### src/rtl/alu_cmd_sequencer_if.sv
// Command, response and ALU-side signal bundle for alu_cmd_sequencer.
// Handshakes: a transfer happens on a rising clk edge where valid && ready are both high.
interface alu_cmd_sequencer_if #(
    parameter int DATA_W = 4,
    parameter int RIDX_W = 2
);
    logic              cmd_valid;
    logic              cmd_ready;
    logic [2:0]        cmd_op;
    logic [RIDX_W-1:0] cmd_rd;
    logic [RIDX_W-1:0] cmd_rs1;
    logic [RIDX_W-1:0] cmd_rs2;
    logic              cmd_use_imm;
    logic [DATA_W-1:0] cmd_imm;

    logic [DATA_W-1:0] alu_a;
    logic [DATA_W-1:0] alu_b;
    logic [2:0]        alu_op;
    logic [DATA_W-1:0] alu_result;
    logic              alu_carry;
    logic              alu_overflow;
    logic              alu_zero;

    logic              rsp_valid;
    logic              rsp_ready;
    logic [DATA_W-1:0] rsp_result;
    logic              rsp_carry;
    logic              rsp_overflow;
    logic              rsp_zero;

    modport slave (
        input  cmd_valid, cmd_op, cmd_rd, cmd_rs1, cmd_rs2, cmd_use_imm, cmd_imm,
        output cmd_ready,
        output alu_a, alu_b, alu_op,
        input  alu_result, alu_carry, alu_overflow, alu_zero,
        output rsp_valid, rsp_result, rsp_carry, rsp_overflow, rsp_zero,
        input  rsp_ready
    );

    modport master (
        output cmd_valid, cmd_op, cmd_rd, cmd_rs1, cmd_rs2, cmd_use_imm, cmd_imm,
        input  cmd_ready,
        input  alu_a, alu_b, alu_op,
        output alu_result, alu_carry, alu_overflow, alu_zero,
        input  rsp_valid, rsp_result, rsp_carry, rsp_overflow, rsp_zero,
        output rsp_ready
    );
endinterface

### src/rtl/alu_cmd_sequencer.sv
// One-at-a-time command front-end for alu_4bit: register-file operand fetch,
// result/flag capture with writeback, and a held valid/ready response.
module alu_cmd_sequencer #(
    parameter  int DATA_W = 4,
    parameter  int NREGS  = 4,
    localparam int RIDX_W = $clog2(NREGS)
) (
    input  logic                 clk,
    input  logic                 rst_n,
    alu_cmd_sequencer_if.slave   bus,
    output logic [1:0]           dbg_state_o
);
    typedef enum logic [1:0] {IDLE = 2'd0, EXEC = 2'd1, RESP = 2'd2} state_t;

    state_t            state_q, state_d;
    logic [DATA_W-1:0] rf_q [NREGS];
    logic [DATA_W-1:0] rf_d [NREGS];
    logic [DATA_W-1:0] alu_a_q, alu_a_d;
    logic [DATA_W-1:0] alu_b_q, alu_b_d;
    logic [2:0]        alu_op_q, alu_op_d;
    logic [RIDX_W-1:0] rd_q, rd_d;
    logic [DATA_W-1:0] rsp_result_q, rsp_result_d;
    logic              rsp_carry_q, rsp_carry_d;
    logic              rsp_overflow_q, rsp_overflow_d;
    logic              rsp_zero_q, rsp_zero_d;

    always_comb begin
        state_d        = state_q;
        rf_d           = rf_q;
        alu_a_d        = alu_a_q;
        alu_b_d        = alu_b_q;
        alu_op_d       = alu_op_q;
        rd_d           = rd_q;
        rsp_result_d   = rsp_result_q;
        rsp_carry_d    = rsp_carry_q;
        rsp_overflow_d = rsp_overflow_q;
        rsp_zero_d     = rsp_zero_q;
        case (state_q)
            IDLE: begin
                if (bus.cmd_valid) begin
                    alu_a_d  = rf_q[bus.cmd_rs1];
                    alu_b_d  = bus.cmd_use_imm ? bus.cmd_imm : rf_q[bus.cmd_rs2];
                    alu_op_d = bus.cmd_op;
                    rd_d     = bus.cmd_rd;
                    state_d  = EXEC;
                end
            end
            EXEC: begin
                rsp_result_d   = bus.alu_result;
                rsp_carry_d    = bus.alu_carry;
                rsp_overflow_d = bus.alu_overflow;
                rsp_zero_d     = bus.alu_zero;
                if (rd_q != '0) rf_d[rd_q] = bus.alu_result;
                state_d = RESP;
            end
            RESP: begin
                if (bus.rsp_ready) state_d = IDLE;
            end
            default: state_d = IDLE;
        endcase
        // r0 is a constant zero source, so writes to it never stick.
        rf_d[0] = '0;
    end

    always_ff @(posedge clk or negedge rst_n) begin
        if (!rst_n) begin
            state_q <= IDLE;
            for (int i = 0; i < NREGS; i++) rf_q[i] <= '0;
            alu_a_q        <= '0;
            alu_b_q        <= '0;
            alu_op_q       <= '0;
            rd_q           <= '0;
            rsp_result_q   <= '0;
            rsp_carry_q    <= 1'b0;
            rsp_overflow_q <= 1'b0;
            rsp_zero_q     <= 1'b0;
        end else begin
            state_q        <= state_d;
            rf_q           <= rf_d;
            alu_a_q        <= alu_a_d;
            alu_b_q        <= alu_b_d;
            alu_op_q       <= alu_op_d;
            rd_q           <= rd_d;
            rsp_result_q   <= rsp_result_d;
            rsp_carry_q    <= rsp_carry_d;
            rsp_overflow_q <= rsp_overflow_d;
            rsp_zero_q     <= rsp_zero_d;
        end
    end

    // Handshake outputs decode straight from state so reset drops rsp_valid at once.
    assign bus.cmd_ready    = (state_q == IDLE);
    assign bus.rsp_valid    = (state_q == RESP);
    assign bus.alu_a        = alu_a_q;
    assign bus.alu_b        = alu_b_q;
    assign bus.alu_op       = alu_op_q;
    assign bus.rsp_result   = rsp_result_q;
    assign bus.rsp_carry    = rsp_carry_q;
    assign bus.rsp_overflow = rsp_overflow_q;
    assign bus.rsp_zero     = rsp_zero_q;
    assign dbg_state_o      = state_q;
endmodule
### src/flat_wrapper.sv
// flat-port wrapper written by rule: the top's interface ports become plain ports
module alu_cmd_sequencer_flat 
#(
    parameter  int DATA_W = 4,
    parameter  int NREGS  = 4,
    localparam int RIDX_W = $clog2(NREGS)
)
  (clk, rst_n, dbg_state_o, bus_cmd_valid, bus_cmd_op, bus_cmd_rd, bus_cmd_rs1, bus_cmd_rs2, bus_cmd_use_imm, bus_cmd_imm, bus_cmd_ready, bus_alu_a, bus_alu_b, bus_alu_op, bus_alu_result, bus_alu_carry, bus_alu_overflow, bus_alu_zero, bus_rsp_valid, bus_rsp_result, bus_rsp_carry, bus_rsp_overflow, bus_rsp_zero, bus_rsp_ready);
  alu_cmd_sequencer_if #(.DATA_W(DATA_W)) bus_i ();
  input  logic clk;
  input  logic rst_n;
  output logic [1:0] dbg_state_o;
  input wire logic [$bits(bus_i.cmd_valid)-1:0] bus_cmd_valid;
  input wire logic [$bits(bus_i.cmd_op)-1:0] bus_cmd_op;
  input wire logic [$bits(bus_i.cmd_rd)-1:0] bus_cmd_rd;
  input wire logic [$bits(bus_i.cmd_rs1)-1:0] bus_cmd_rs1;
  input wire logic [$bits(bus_i.cmd_rs2)-1:0] bus_cmd_rs2;
  input wire logic [$bits(bus_i.cmd_use_imm)-1:0] bus_cmd_use_imm;
  input wire logic [$bits(bus_i.cmd_imm)-1:0] bus_cmd_imm;
  output wire logic [$bits(bus_i.cmd_ready)-1:0] bus_cmd_ready;
  output wire logic [$bits(bus_i.alu_a)-1:0] bus_alu_a;
  output wire logic [$bits(bus_i.alu_b)-1:0] bus_alu_b;
  output wire logic [$bits(bus_i.alu_op)-1:0] bus_alu_op;
  input wire logic [$bits(bus_i.alu_result)-1:0] bus_alu_result;
  input wire logic [$bits(bus_i.alu_carry)-1:0] bus_alu_carry;
  input wire logic [$bits(bus_i.alu_overflow)-1:0] bus_alu_overflow;
  input wire logic [$bits(bus_i.alu_zero)-1:0] bus_alu_zero;
  output wire logic [$bits(bus_i.rsp_valid)-1:0] bus_rsp_valid;
  output wire logic [$bits(bus_i.rsp_result)-1:0] bus_rsp_result;
  output wire logic [$bits(bus_i.rsp_carry)-1:0] bus_rsp_carry;
  output wire logic [$bits(bus_i.rsp_overflow)-1:0] bus_rsp_overflow;
  output wire logic [$bits(bus_i.rsp_zero)-1:0] bus_rsp_zero;
  input wire logic [$bits(bus_i.rsp_ready)-1:0] bus_rsp_ready;
  assign bus_i.cmd_valid = bus_cmd_valid;
  assign bus_i.cmd_op = bus_cmd_op;
  assign bus_i.cmd_rd = bus_cmd_rd;
  assign bus_i.cmd_rs1 = bus_cmd_rs1;
  assign bus_i.cmd_rs2 = bus_cmd_rs2;
  assign bus_i.cmd_use_imm = bus_cmd_use_imm;
  assign bus_i.cmd_imm = bus_cmd_imm;
  assign bus_cmd_ready = bus_i.cmd_ready;
  assign bus_alu_a = bus_i.alu_a;
  assign bus_alu_b = bus_i.alu_b;
  assign bus_alu_op = bus_i.alu_op;
  assign bus_i.alu_result = bus_alu_result;
  assign bus_i.alu_carry = bus_alu_carry;
  assign bus_i.alu_overflow = bus_alu_overflow;
  assign bus_i.alu_zero = bus_alu_zero;
  assign bus_rsp_valid = bus_i.rsp_valid;
  assign bus_rsp_result = bus_i.rsp_result;
  assign bus_rsp_carry = bus_i.rsp_carry;
  assign bus_rsp_overflow = bus_i.rsp_overflow;
  assign bus_rsp_zero = bus_i.rsp_zero;
  assign bus_i.rsp_ready = bus_rsp_ready;
  alu_cmd_sequencer #(.DATA_W(DATA_W), .NREGS(NREGS)) u_core (.clk(clk), .rst_n(rst_n), .bus(bus_i), .dbg_state_o(dbg_state_o));
endmodule
### config.mk
export PLATFORM = sky130hd
export DESIGN_NAME = alu_cmd_sequencer_flat
export DESIGN_NICKNAME = d
export VERILOG_FILES = /design/src/rtl/alu_cmd_sequencer_if.sv /design/src/rtl/alu_cmd_sequencer.sv /design/src/flat_wrapper.sv
export SDC_FILE = /design/constraint.sdc
export NUM_CORES = 1
export LEC_CHECK = 0
export CELL_PAD_IN_SITES_DETAIL_PLACEMENT = 1
export CELL_PAD_IN_SITES_GLOBAL_PLACEMENT = 1
export CORE_ASPECT_RATIO = 0.7
export CORE_UTILIZATION = 36
export DETAILED_ROUTE_END_ITERATION = 10
export GPL_TIMING_DRIVEN = 1
export PLACE_DENSITY = 0.82
export SYNTH_ARGS = -nofsm -noshare
export SYNTH_HDL_FRONTEND = slang
export SYNTH_SLANG_ARGS = --single-unit
### constraint.sdc
create_clock -name clk -period 1.9 [get_ports clk]
set_input_delay 0.285 -clock clk [delete_from_list [all_inputs] [get_ports clk]]
set_output_delay 0.285 -clock clk [all_outputs]
set_load 0.03 [all_outputs]
==> qor.csv <==
metric,value,unit
ys async rst share,100.0,%
P&R area growth vs syn,40.43,%
PD cells,1718,mW/mm^2
unrepaired setup endpoints after global routing,no,
gr usage total,17.80,%
Sw Ratio,38.13,%
sequential-to-total area share from yosys stat,55.88,%
P_sw,1.400,mW
Via density,5.005,
Comb pwr share,48.9,%
Leak,0.9008,nW
Post-CTS Hold Buffers,0,
Mapped Cells,111,
clk sinks,34,
Starting Density,38.13,%
slew margin rel.,70.85,%
worst vdd ir,0.7555,mV
most frequent cell after synthesis,dfrtp_1,
worst skew pair latency,0.29,ns
share of layout cells above drive strength 1,26.54,%
Hold Path Class,input pin to asynchronous set/reset pin,
Synth Net Count,136,
final setup fails,0,
DRC,0,
vias in the first global route,1122,
critical-path maximum fanout,6,
Diodes inserted,0,
Setup Skew,0.007984,ns
"slowest stage delay, CP",0.68,ns
Worst-Margin Slew,0.4373,ns
die height,56.42,microns
CTS tree,done,
final core utilization,53.54,%
Commonest cells post-synth,"34 x dfrtp_1, 29 x mux2_2, 8 x nand2_1",
Max clock buf depth,2,
Seq cells post-synth,34,
Post-Syn Area,0.001523,sq mm
core area,0.003994,sq mm
GRT overflow,0,
internal cell power,2.272,mW
Fin. Hold Viols,0,
final WL,3539,microns
"Arr. time, crit path",1.52,ns
Die W,79.74,microns
first-pass GRT wire length,5865,microns
status,"finished, final reports clean",
clock power share,14.1,%
max-cap viol count,0,
Tmin final,1.809,ns
crit path kind,flop to primary output,
largest net degree at the start of global routing,35,
initial antenna violation count,0,
syn_area_per_cell,13.72,sq um
count of cell types in the netlist,18,
# fillers,428,
crit-path cells,nor2_1 > clkdlybuf4s50_1,
Syn. warnings,0,
Synth area leaders,"dfrtp_1 56%, mux2_2 21%, mux2_4 3.0%",
Reg power frac,37.0,%
Fin Setup TNS,0,ns
predominant post-synthesis flop cell,dfrtp_1,
crit path launch,u_core.dbg_state_o[1],
startpoint types,flop,
Crit. End Element,primary output,
drt pass-1 iters,4,
port buffer count,46,
Detail Route Antenna Nets,0,
Die ar.,0.004498,sq mm
clock slew at reported path FFs,0.07,ns
Final period util,95.23,%
top cell type's share of synthesized area,55.88,%
Highest Clock Rate,0.5527,GHz
"EDFF count, synth",0,
Slew Limit Fails,0,
gpl congestion,0.8396,
r2r startpoint,u_core.dbg_state_o[1],
CP max stage cell,clkdlybuf4s50_1,
DR vias,1071,
Core Rows,19,
Ports,47,
CP required,1.62,ns
Root Driver,clkbuf_8,
htree depth,2,
final-stage net count,188,
CTS buffer count,5,
DRT iter0 DRCs,48,
post-synth top area cell,dfrtp_1,
post-DP HPWL,2738,microns
routed len/inst,16.54,microns
cell families (layout without fill, tap and decap cells):
group | Yosys count | in the layout | synth area share [%]
compound gates | 17 | 17 | 7.888
buf+inv | 6 | 57 | 2.218
flops | 34 | 34 | 55.88
mux | 32 | 32 | 24.40
simple gates | 22 | 22 | 9.614
critical path, delay by kind of cell (launching register included):
family                 cells  cell delay [ns]
flip-flops                 1             0.43
AND/OR/NAND/NOR            1             0.13
buffers and inverters      1             0.68
through the flow:
stage                     cells  hold WS, ns  setup slack, ns  total power, mW  cell area [sq um]
after floorplan             111     -0.01059           0.2862            2.433               1523
after global placement      208       0.4607           0.1415            3.116               2057
after detailed placement    208       0.4736          0.09301            3.190               2057
after CTS                   214       0.4267          0.08317            3.712               2138
after global routing        214       0.4444          0.01067            3.892               2138
final                       214       0.4086          0.09059            3.673               2138
per-layer routing:
layer	track usage [%]	part of all wire (%)	vias up
li1	-	-	503
met1	23.88	47	529
met2	26.86	45	33
met3	7.154	6.6	6
met4	4.337	0.79	0
met5	0	0	-
final timing paths:
check / slack, ns / cells after the start / end
max: 0.09 / 2 / bus_cmd_ready
min: 0.41 / 2 / u_core.bus.alu_op[0]
max reg2reg: 0.22 / 3 / u_core.rf_q[6]
min reg2reg: 0.48 / 2 / u_core.bus.alu_a[3]
max in group asynchronous: 1.18 / 2 / u_core.bus.rsp_result[3]
min in group clk: 0.48 / 2 / u_core.bus.alu_a[3]
final cells by class:
cell class	instances	area [sq um]	area share [%]
Multi-Input combinational cell	71	638.1	29.84
Sequential cell	34	850.8	39.79
Tap cell	52	65.06	3.043
Inverter	2	7.507	0.3511
Clock buffer	6	82.58	3.862
Timing Repair Buffer	49	494.2	23.11
what timing repair did:
action,CTS,global route
setup buffers,0,0
endpoints found under the setup margin,1,0
resized for setup,1,0
placed cells by master, fill, tap and decap left out, drive strengths merged:
master         instances
mux2                  32
nand4b                 1
nor3b                  2
dlygate4sd2            1
nand2                  8
or3b                   1
dfrtp                 34
a221oi                 4
nor2b                  7
clkdlybuf4s50         45
a22oi                  4
nor2                   1
or2b                   1
inv                    2
o31ai                  4
o21ai                  5
buf                    3
nand2b                 1
clkbuf                 6
sequential cells by signal (all words and copies together), names as in the netlist:
signal / flops
u_core.rf_q: 12
u_core.bus.alu_a: 4
u_core.bus.alu_b: 4
u_core.bus.rsp_result: 4
u_core.bus.alu_op: 3
u_core.dbg_state_o: 2
u_core.rd_q: 2
u_core.bus.rsp_carry: 1
u_core.bus.rsp_overflow: 1
u_core.bus.rsp_zero: 1
power groups by stage:
stage | Clock (mW) | Combinational (mW) | Sequential (mW)
floorplan | 0 | 0.723 | 1.71
detailed placement | 0 | 1.81 | 1.38
finish | 0.519 | 1.79 | 1.36
global route | 0.571 | 1.91 | 1.41
global placement | 0 | 1.77 | 1.35
CTS | 0.526 | 1.82 | 1.37
No activity file was read; power rests on OpenSTA's default activity.
